File: config.mk
export PLATFORM = sky130hd
export DESIGN_NAME = add_rca_seq
export DESIGN_NICKNAME = d
export VERILOG_FILES = /design/src/rtl/add_rca_seq.sv
export SDC_FILE = /design/constraint.sdc
export NUM_CORES = 1
export LEC_CHECK = 0
export BUFFER_PORTS_ARGS = -buffer_cell sky130_fd_sc_hd__buf_4
export CORE_ASPECT_RATIO = 0.7
export CORE_UTILIZATION = 54
export DETAILED_ROUTE_END_ITERATION = 8
export MAX_ROUTING_LAYER = met4
export PLACE_DENSITY_LB_ADDON = 0.2
export SYNTH_ARGS = -nofsm -noshare
export SYNTH_HDL_FRONTEND = slang
export SYNTH_SLANG_ARGS = --single-unit
File: constraint.sdc
create_clock -name clk -period 2.3 [get_ports clk]
set_input_delay 0.23 -clock clk [delete_from_list [all_inputs] [get_ports clk]]
set_output_delay 0.23 -clock clk [all_outputs]
set_load 0.01 [all_outputs]
File: src/rtl/add_rca_seq.sv
// Multi-cycle ripple-carry adder/subtractor: one CHUNK-bit slice per clock, LSB slice first.
// Operands are shifted down as slices are consumed; results appear only at completion.
module add_rca_seq #(
    parameter int WIDTH = 16,
    parameter int CHUNK = 4
) (
    input  logic             clk,
    input  logic             rst,
    input  logic             start,
    input  logic             sub,
    input  logic [WIDTH-1:0] a,
    input  logic [WIDTH-1:0] b,
    input  logic             c_in,
    output logic             busy,
    output logic             done,
    output logic [WIDTH-1:0] sum,
    output logic             c_out,
    output logic             ovf
);
    localparam int NCHUNK = WIDTH / CHUNK;
    localparam int IDXW   = (NCHUNK > 1) ? $clog2(NCHUNK) : 1;

    typedef enum logic {IDLE, RUN} state_t;

    state_t           r_state;
    state_t           w_state_nxt;
    logic             w_accept;
    logic             w_last;

    logic [WIDTH-1:0] r_a;
    logic [WIDTH-1:0] r_b;
    logic [WIDTH-1:0] r_work;
    logic             r_carry;
    logic [IDXW-1:0]  r_idx;
    logic             r_done;
    logic [WIDTH-1:0] r_sum;
    logic             r_cout;
    logic             r_ovf;

    logic [CHUNK:0]   w_chunk;
    logic             w_c_msb;
    logic [WIDTH-1:0] w_work_nxt;

    always_ff @(posedge clk) begin
        if (rst) begin
            r_state <= IDLE;
        end else begin
            r_state <= w_state_nxt;
        end
    end

    always_comb begin
        w_state_nxt = r_state;
        w_accept    = 1'b0;
        w_last      = 1'b0;
        case (r_state)
            IDLE: begin
                if (start) begin
                    w_accept    = 1'b1;
                    w_state_nxt = RUN;
                end
            end
            RUN: begin
                if (r_idx == IDXW'(NCHUNK - 1)) begin
                    w_last      = 1'b1;
                    w_state_nxt = IDLE;
                end
            end
            default: w_state_nxt = IDLE;
        endcase
    end

    // Current slice always sits in the low bits of r_a/r_b; the finished slice
    // enters r_work from the top, so after NCHUNK steps it holds the full result.
    always_comb begin
        w_chunk    = {1'b0, r_a[CHUNK-1:0]} + {1'b0, r_b[CHUNK-1:0]} + {{CHUNK{1'b0}}, r_carry};
        w_c_msb    = w_chunk[CHUNK-1] ^ r_a[CHUNK-1] ^ r_b[CHUNK-1];
        w_work_nxt = (r_work >> CHUNK) | (WIDTH'(w_chunk[CHUNK-1:0]) << (WIDTH - CHUNK));
    end

    always_ff @(posedge clk) begin
        if (rst) begin
            r_a     <= '0;
            r_b     <= '0;
            r_work  <= '0;
            r_carry <= 1'b0;
            r_idx   <= '0;
            r_done  <= 1'b0;
            r_sum   <= '0;
            r_cout  <= 1'b0;
            r_ovf   <= 1'b0;
        end else begin
            r_done <= w_last;
            if (w_accept) begin
                r_a     <= a;
                r_b     <= sub ? ~b : b;
                r_carry <= sub ? 1'b1 : c_in;
                r_idx   <= '0;
            end else if (r_state == RUN) begin
                r_a     <= r_a >> CHUNK;
                r_b     <= r_b >> CHUNK;
                r_carry <= w_chunk[CHUNK];
                r_work  <= w_work_nxt;
                r_idx   <= r_idx + 1'b1;
            end
            // On the last slice w_c_msb is the carry into bit WIDTH-1.
            if (w_last) begin
                r_sum  <= w_work_nxt;
                r_cout <= w_chunk[CHUNK];
                r_ovf  <= w_c_msb ^ w_chunk[CHUNK];
            end
        end
    end

    assign busy  = (r_state == RUN);
    assign done  = r_done;
    assign sum   = r_sum;
    assign c_out = r_cout;
    assign ovf   = r_ovf;

endmodule

==> results of run 1 <==
==> logic make-up (layout without fill, tap and decap cells) <==
logic type                 after synthesis  count (layout)  synth area share, %
and+or+nand+nor                        118             118                 15.8
DFF                                     67              67                 45.7
AOI/OAI and AO/OA                       65              65                 13.1
buffers and inverters                   33              80                 6.27
muxes                                   28              28                 9.55
xor gates and xnor gates                21              21                 6.52
adders and majority gates                6               6                 3.07
==> path summary, 6_finish.rpt <==
path	from	endpoint	slack [ps]	cells past startpoint
hold / removal	a[12]	r_a[12]	130	3
setup reg to reg	r_a[0]	ovf	450	8
setup / recovery	r_a[0]	ovf	450	8
hold reg to reg	sum[12]	sum[12]	460	2
==> critical path, delay by kind of cell (launching register included) <==
family | cells | cell delay (ps)
simple gates | 1 | 170
xor+xnor | 2 | 230
buf+inv | 1 | 50
flops | 1 | 360
fa+ha+maj | 2 | 580
compound gates | 2 | 360
==> layout make-up <==
cell class	instances	area share, %
multi-input combinational	238	40.5
timing repair buffer	58	12.5
clock buffer	11	4.35
inverter	6	0.647
tap	72	2.59
clock inverter	5	0.791
sequential	67	38.6
==> metrics by stage <==
stage	std cells	utilization [%]
6_report	457	66.5
5_1_grt	457	66.5
4_1_cts	457	66.5
3_5_place_dp	441	63.1
3_3_place_gp	441	63.1
2_1_floorplan	338	-
==> placed cells by master, fill, tap and decap left out, types with 4 or more instances in the layout <==
cell | netlist | layout
clkbuf_8 | 0 | 11
a211oi_1 | 19 | 19
a21oi_1 | 42 | 42
buf_4 | 2 | 58
ha_1 | 4 | 4
nor2_1 | 81 | 81
xnor2_1 | 18 | 18
inv_1 | 6 | 6
mux2i_1 | 28 | 28
nand2_1 | 29 | 29
dfxtp_1 | 67 | 66
clkinv_2 | 0 | 4
==> where the power goes <==
part / internal (uW) / total [uW] / leakage (uW) / switching, uW
sequential: 1210 / 1250 / 0.000547 / 36.3
combinational: 152 / 313 / 0.000830 / 161
clock: 442 / 861 / 0.0000949 / 419
total: 1810 / 2420 / 0.00147 / 616
==> layer usage <==
layer  track usage [%]  up-vias  wire (um)
li1                  -     1202          -
met2              30.2       40       2420
met5                 -        -          0
met4              7.26        0         61
met1              30.4     1032       2900
met3              5.80        7        238
==> registers in the layout, indices dropped and copies added, names as in the netlist, 2 cells and up <==
signal	flops
r_b	16
sum	16
r_a	16
r_idx	2
r_work	12
==> impl_metrics.tcl, run 1 <==
set metrics [dict create \
    worst_slack_ps 451 \
    drive_above_1_share_pct 20.5 \
    syn_avg_cell_area_sq_um 8.68 \
    yosysMostFrequentCell "nor2_1" \
    die_h_um 63.7 \
    rsz0062_at_grt "false" \
    arrival_ps 2080 \
    critical_path_required_ps 2530 \
    postCtsSetupRepairBufs 0 \
    grt_pass1_wl_um 9520 \
    cap_violations 0 \
    worstHoldPathType "input port to flip-flop" \
    end_kind "flip-flop" \
    core_sq_um 5230 \
    core.rowCount 22 \
    io_buffer_count 56 \
    setup-tns-final_ps 0 \
    fin_nets 423 \
    path_clk_slew_ps 70 \
    synth_edf_count 0 \
    clock_skew_ps 7.30 \
    die-width_um 90.1 \
    crit_chain "fa_1, inv_1, fa_1, nand2b_1, a21oi_2, xnor2_1, xnor2_1, a21o_1" \
    whs_ps 131 \
    synth_common_cells "nor2_1 (81), dfxtp_1 (67), a21oi_1 (42), nand2_1 (29), mux2i_1 (28)" \
    cts.sinks 67 \
    max_freq_ghz 0.541 \
    drt_iter0_drc 100 \
    die_area_sq_um 5740 \
    start_util_pct 56.1 \
    wirelength_um 5610 \
    htreeDepth 3 \
    cts_tree "yes" \
    drc 0 \
    ys_seq_elements 67 \
    stdcell_area_sq_um 3480 \
    synth.area.top_cells "dfxtp_1 (46%), nor2_1 (10%), mux2i_1 (9.5%), a21oi_1 (7.2%), xnor2_1 (5.4%)" \
    io_pins 57 \
    track_usage_pct 21.7 \
    setup.worst_path.class "flip-flop to flip-flop" \
    finalMaxSlewViolations 0 \
    dr.pass1.iters 4 \
    outcome "complete, no violations" \
    syn_to_final_growth_pct 18.5 \
    clock_latency_ps 330 \
    yosysUniqueCellTypes 25 \
    yosysTopAreaCell "dfxtp_1" \
    post-route-min-period_ps 1850 \
    static-leakage-power_uw 0.00147 \
    numCtsBuffers 9 \
    regArea_sq_um 1340 \
    grt_max_degree 60 \
    cts_buffer_depth 2 \
    async_flop_share_pct 0 \
    vias 2281 \
    routedWlPerCell_um 12.3 \
    synth_area_sq_um 2940 \
    antenna_left 0 \
    hold_violations 0 \
    slew-limit-headroom_pct 56.8 \
    pre_cts_ws_ps 438 \
    grt_pass1_vias 2044 \
    dpl.hpwl_um 3750 \
    gp_congestion 0.789 \
    synth_ff_type "dfxtp_1" \
    grt_overflow_total 0 \
    setup_viol 0 \
    cts_resized 0 \
    p_per_area_nw_per_um2 696 \
    synthCells 338 \
    worst-path-max-fanout 3 \
    multiInputGateArea_sq_um 1410 \
    power_uw 2420 \
    drt-vias-per-instance 4.99 \
    slowest_delay_ps 380 \
    synth_top_area_share_pct 45.7 \
    yosysWarnings 0 \
    antenna_found_initial 0 \
    worst_slew_pin_slew_ps 646 \
    ir_drop_mv 0.382 \
    cts_hold_buffers 0 \
    cp_slowest_cell "fa_1" \
    critPathLaunchType "flip-flop" \
    nFillCells 457 \
    seq_area_frac_synth_pct 45.7 \
    cts-root-buf "clkbuf_8" \
    n_antenna_cell 0 \
    period_share_pct 80.4 \
    synthesis.nets 381 \
    placed_area_sq_um 3300 \
]
Note: power is estimated with default switching activity, not from simulation.
==> inputs of run 2 (changes only) <==
Clock period 2.3 ns to 1.9 ns, I/O delays scaled along.
==> run 2 against run 1 <==
Compared with the run above: sequential cell count unchanged; register-to-register slack worse by 360 ps; die area did not move; fmax grew 2.3%; final cell count rose by 1.8%; sequential power increased by 21%; critical path type unchanged; largest cell class unchanged; highest routed layer unchanged.
==> impl_metrics.tcl, run 2 (same netlist as run 1, synthesis figures left out) <==
set metrics [dict create \
    n_antenna_cell 0 \
    antenna_left 0 \
    slowest_delay_ps 350 \
    syn_to_final_growth_pct 22.0 \
    grt_max_degree 55 \
    drc 0 \
    die_area_sq_um 5740 \
    path_clk_slew_ps 70 \
    setup.worst_path.class "flip-flop to flip-flop" \
    pre_cts_ws_ps 15.8 \
    final_cell_mix "nor2_1 (81), buf_4 (65), dfxtp_1 (64)" \
    track_usage_pct 23.6 \
    end_kind "flip-flop" \
    core.rowCount 22 \
    numCtsBuffers 9 \
    finalMaxSlewViolations 0 \
    grt_overflow_total 0 \
    worst_slack_ps 92.4 \
    io_buffer_count 56 \
    critical_path_required_ps 2130 \
    rrSetupSlack_ps 90 \
    clock_latency_ps 330 \
    post-route-min-period_ps 1810 \
    drt_iter0_drc 102 \
    arrival_ps 2030 \
    htreeDepth 3 \
    worst-path-max-fanout 2 \
    core_sq_um 5230 \
    p_per_area_nw_per_um2 853 \
    reg2reg_from "r_carry" \
    setup_viol 0 \
    drive_above_1_share_pct 22.9 \
    dr.pass1.iters 4 \
    hold_violations 0 \
    io_pins 57 \
    crit_chain "fa_1, inv_1, fa_2, nand2b_1, a21oi_2, xnor2_2, xnor2_1, a21o_1" \
    nFillCells 458 \
    worst_slew_pin_slew_ps 378 \
    cts.sinks 67 \
    dpl.hpwl_um 4120 \
    cts_buffer_depth 2 \
    drt-vias-per-instance 5.14 \
    cp_slowest_cell "dfxtp_1" \
    cap_violations 0 \
    final_cells 465 \
    die_h_um 63.7 \
    min_delay_path_depth 3 \
    hold_end "r_a[12]" \
    min-delay-start "a[12]" \
    grt_pass1_vias 2279 \
    r2r_cells 8 \
    start_util_pct 56.1 \
    static-leakage-power_uw 0.00152 \
    antenna_found_initial 0 \
    cts_tree "yes" \
    period_share_pct 95.1 \
    grt_pass1_wl_um 10400 \
    critPathLaunchType "flip-flop" \
    setup-tns-final_ps 0 \
    outcome "complete, no violations" \
    worstHoldPathType "input port to flip-flop" \
    die-width_um 90.1 \
    cts-root-buf "clkbuf_8" \
    vias 2388 \
    max_freq_ghz 0.553 \
    place_inst 449 \
    rsz0062_at_grt "false" \
    cts_hold_buffers 0 \
    fin_nets 431 \
    routedWlPerCell_um 12.7 \
    gp_congestion 0.744 \
    ir_drop_mv 0.611 \
    postCtsSetupRepairBufs 0 \
    slew-limit-headroom_pct 74.8 \
    power_uw 3050 \
    clock_skew_ps 5.08 \
    final_common_cell "nor2_1" \
    wirelength_um 5930 \
    r2r-end "ovf" \
]
run 2: where the power goes:
part | total [uW] | switching, uW | internal [uW]
Sequential | 1510 | 42.5 | 1470
Combinational | 407 | 210 | 198
Clock | 1140 | 501 | 635
Total | 3050 | 753 | 2300
run 2: timing repair:
item / CTS / global route
gates resized for setup: 0 / 4
hold endpoints to repair: 0 / 0
endpoints found under the setup margin: 0 / 1
run 2: worst max-delay path: cells and delay by family, from the launching register on:
family / cells / cell delay [ps]
adders and majority gates: 2 / 540
AOI/OAI and AO/OA: 2 / 380
DFF: 1 / 350
xor gates and xnor gates: 2 / 230
and+or+nand+nor: 1 / 160
buffers and inverters: 1 / 60
run 2: worst max-delay path by stage:
stage	from	endpoint	cells after the start
final	r_carry	ovf	8
after global routing	r_b[0]	ovf	8
after CTS	r_a[0]	ovf	8
after detailed placement	r_b[0]	ovf	8
after global placement	r_a[0]	ovf	8
after floorplan	r_a[0]	ovf	8
run 2: through the flow:
stage / util (%) / hold slack (ps) / cell area (sq um)
after global routing: 68.4 / 104 / 3580
final: 68.4 / 103 / 3580
after floorplan: - / 337 / 2940
after CTS: 68.2 / 95.4 / 3570
after detailed placement: 64.5 / 444 / 3370
after global placement: 64.5 / 426 / 3370
run 2: cell type report:
type                            instances  area [sq um]  share of cell area [%]
Sequential cell                        67          1350                    37.6
Inverter                                6          22.5                   0.629
Clock inverter                          5          52.6                    1.47
Tap cell                               72          90.1                    2.52
Clock buffer                           11           141                    3.95
Timing Repair Buffer                   66           508                    14.2
Multi-Input combinational cell        238          1420                    39.7
run 2: routing by layer:
| metal | up-vias | track usage [%] | share of wire, % |
|---|---|---|---|
| met4 | 0 | 6.65 | 1.4 |
| met3 | 9 | 6.76 | 4.5 |
| li1 | 1221 | - | - |
| met2 | 50 | 35.6 | 44 |
| met5 | - | - | 0 |
| met1 | 1108 | 31.1 | 50 |
==> inputs of run 3 (changes only) <==
Settings changed: GPL_TIMING_DRIVEN set to 0.
==> run 3 against run 2 <==
Compared with the run above: clock skew is 4.6 ps higher; cell area is 1.5% higher; routed wire length is 13% higher; final cell count is 3.2% higher; global-route usage is 1.9 points higher; combinational power is 5% higher; register-to-register slack hardly changed; setup slack better by 4.6 ps.
==> impl_metrics.tcl, run 3 (same netlist as run 1, synthesis figures left out) <==
set metrics [dict create \
    clock_skew_ps 9.72 \
    met3_usage_pct 6.40 \
    worst_slack_ps 97.0 \
    cap_violations 0 \
    path_clk_slew_ps 70 \
    post-route-min-period_ps 1800 \
    placed_area_sq_um 3420 \
    cp-startpoint "r_a[0]" \
    worstHoldPathType "input port to flip-flop" \
    die-width_um 90.1 \
    wirelength_um 6690 \
    slew-limit-headroom_pct 67.3 \
    r2r_cells 8 \
    path_depth 8 \
    drive_above_1_share_pct 24.8 \
    cts_hold_buffers 0 \
    hold_violations 0 \
    static-leakage-power_uw 0.00156 \
    cts_tree "yes" \
    syn_to_final_growth_pct 23.7 \
    cp_slowest_cell "dfxtp_2" \
    die_h_um 63.7 \
    routedWlPerCell_um 13.9 \
    fin_nets 446 \
    track_usage_pct 25.5 \
    grt_use_met2_pct 37.6 \
    final_cell_mix "nor2_1 (81), dfxtp_1 (64), buf_4 (56)" \
    crit_path_end "ovf" \
    power_uw 3080 \
    critPathLaunchType "flip-flop" \
    outcome "complete, no violations" \
    drt_iter0_drc 136 \
    drc 0 \
    grt_overflow_total 0 \
    setup-tns-final_ps 0 \
    period_share_pct 94.9 \
    crit_buf_inv 1 \
    gp_congestion 0.836 \
    grt_pass1_vias 2295 \
    grt_max_degree 13 \
    setup.worst_path.class "flip-flop to flip-flop" \
    slowest_delay_ps 360 \
    top_usage_layer "met2" \
    final_util_pct 69.4 \
    use_met1_pct 33.6 \
    rsz0062_at_grt "false" \
    worst_slew_pin_slew_ps 490 \
    htreeDepth 3 \
    max_freq_ghz 0.555 \
    antenna_left 0 \
    crit_chain "fa_2, inv_1, fa_2, nand2b_1, a21oi_2, xnor2_1, xnor2_1, a21o_1" \
    stdcell_area_sq_um 3630 \
    io_pins 57 \
    path_delay_family "adder cells" \
    reg2reg_from "r_a[0]" \
    setup_viol 0 \
    dpl.hpwl_um 4830 \
    nFillCells 451 \
    vias 2519 \
    r2r-end "ovf" \
    io_buffer_count 53 \
    finalMaxSlewViolations 0 \
    antenna_found_initial 0 \
    arrival_ps 2050 \
    start_util_pct 56.1 \
    end_kind "flip-flop" \
    cts_buffer_depth 2 \
    worst-path-max-fanout 2 \
    core_sq_um 5230 \
    numCtsBuffers 9 \
    rrSetupSlack_ps 100 \
    ir_drop_mv 0.512 \
    pre_cts_ws_ps -25.0 \
    dr.pass1.iters 5 \
    die_area_sq_um 5740 \
    drt-vias-per-instance 5.25 \
    cts.sinks 67 \
    critical_path_required_ps 2140 \
    clock_latency_ps 340 \
    core.rowCount 22 \
    cts-root-buf "clkbuf_8" \
    final_common_cell "nor2_1" \
    p_per_area_nw_per_um2 847 \
    n_antenna_cell 0 \
    grt_pass1_wl_um 11000 \
]
[run 3: cell types whose count changed in the layout (fill, tap and decap cells not counted)]
cell,before,now
fa_2,1,2
buf_6,0,2
clkinvlp_4,1,2
clkbuf_8,10,9
xnor2_2,2,1
buf_2,0,17
clkbuf_1,1,5
fa_1,1,0
buf_4,65,56
clkinv_4,0,1
xnor2_1,17,18
[run 3: worst reg2reg max path, cell delays in order (launching register included)]
cell	delay, ps
dfxtp_2	360
fa_2	220
inv_1	50
fa_2	340
nand2b_1	170
a21oi_2	160
xnor2_1	150
xnor2_1	80
a21o_1	180
[run 3: what timing repair did]
item,in CTS,in global routing
gates resized for setup,1,4
buffers inserted,1,0
pin swaps,1,2
setup endpoints to repair,1,1
[run 3: worst min-delay path by stage]
stage	start	to	cells past startpoint
global placement	a[13]	r_a[13]	3
detailed placement	a[12]	r_a[12]	3
global route	a[15]	r_a[15]	3
CTS	a[13]	r_a[13]	3
finish	a[12]	r_a[12]	3
floorplan	a[12]	r_a[12]	2
[run 3: through the flow]
stage	hold WS [ps]	cells
5_1_grt	89.3	480
2_1_floorplan	337	338
6_report	89.5	480
4_1_cts	81.1	480
3_5_place_dp	442	463
3_3_place_gp	423	463
[run 3: metal layers]
metal	share of wire, %	up-vias
li1	-	1251
met1	49	1169
met2	43	90
met3	6.5	9
met4	1.6	0
met5	0	-
[run 3: final cells by class]
type / instances / area [sq um] / share of cell area [%]
Multi-Input combinational cell: 238 / 1420 / 39.0
Sequential cell: 67 / 1350 / 37.0
Timing Repair Buffer: 54 / 405 / 11.2
Buffer: 27 / 161 / 4.44
Clock buffer: 9 / 124 / 3.41
Tap cell: 72 / 90.1 / 2.48
Clock inverter: 7 / 68.8 / 1.89
Inverter: 6 / 22.5 / 0.620
[run 3: report_power, final]
part,switching [uW],internal (uW),total [uW]
logic,222,203,426
clock network,542,600,1140
registers,43.3,1470,1510
total,807,2270,3080
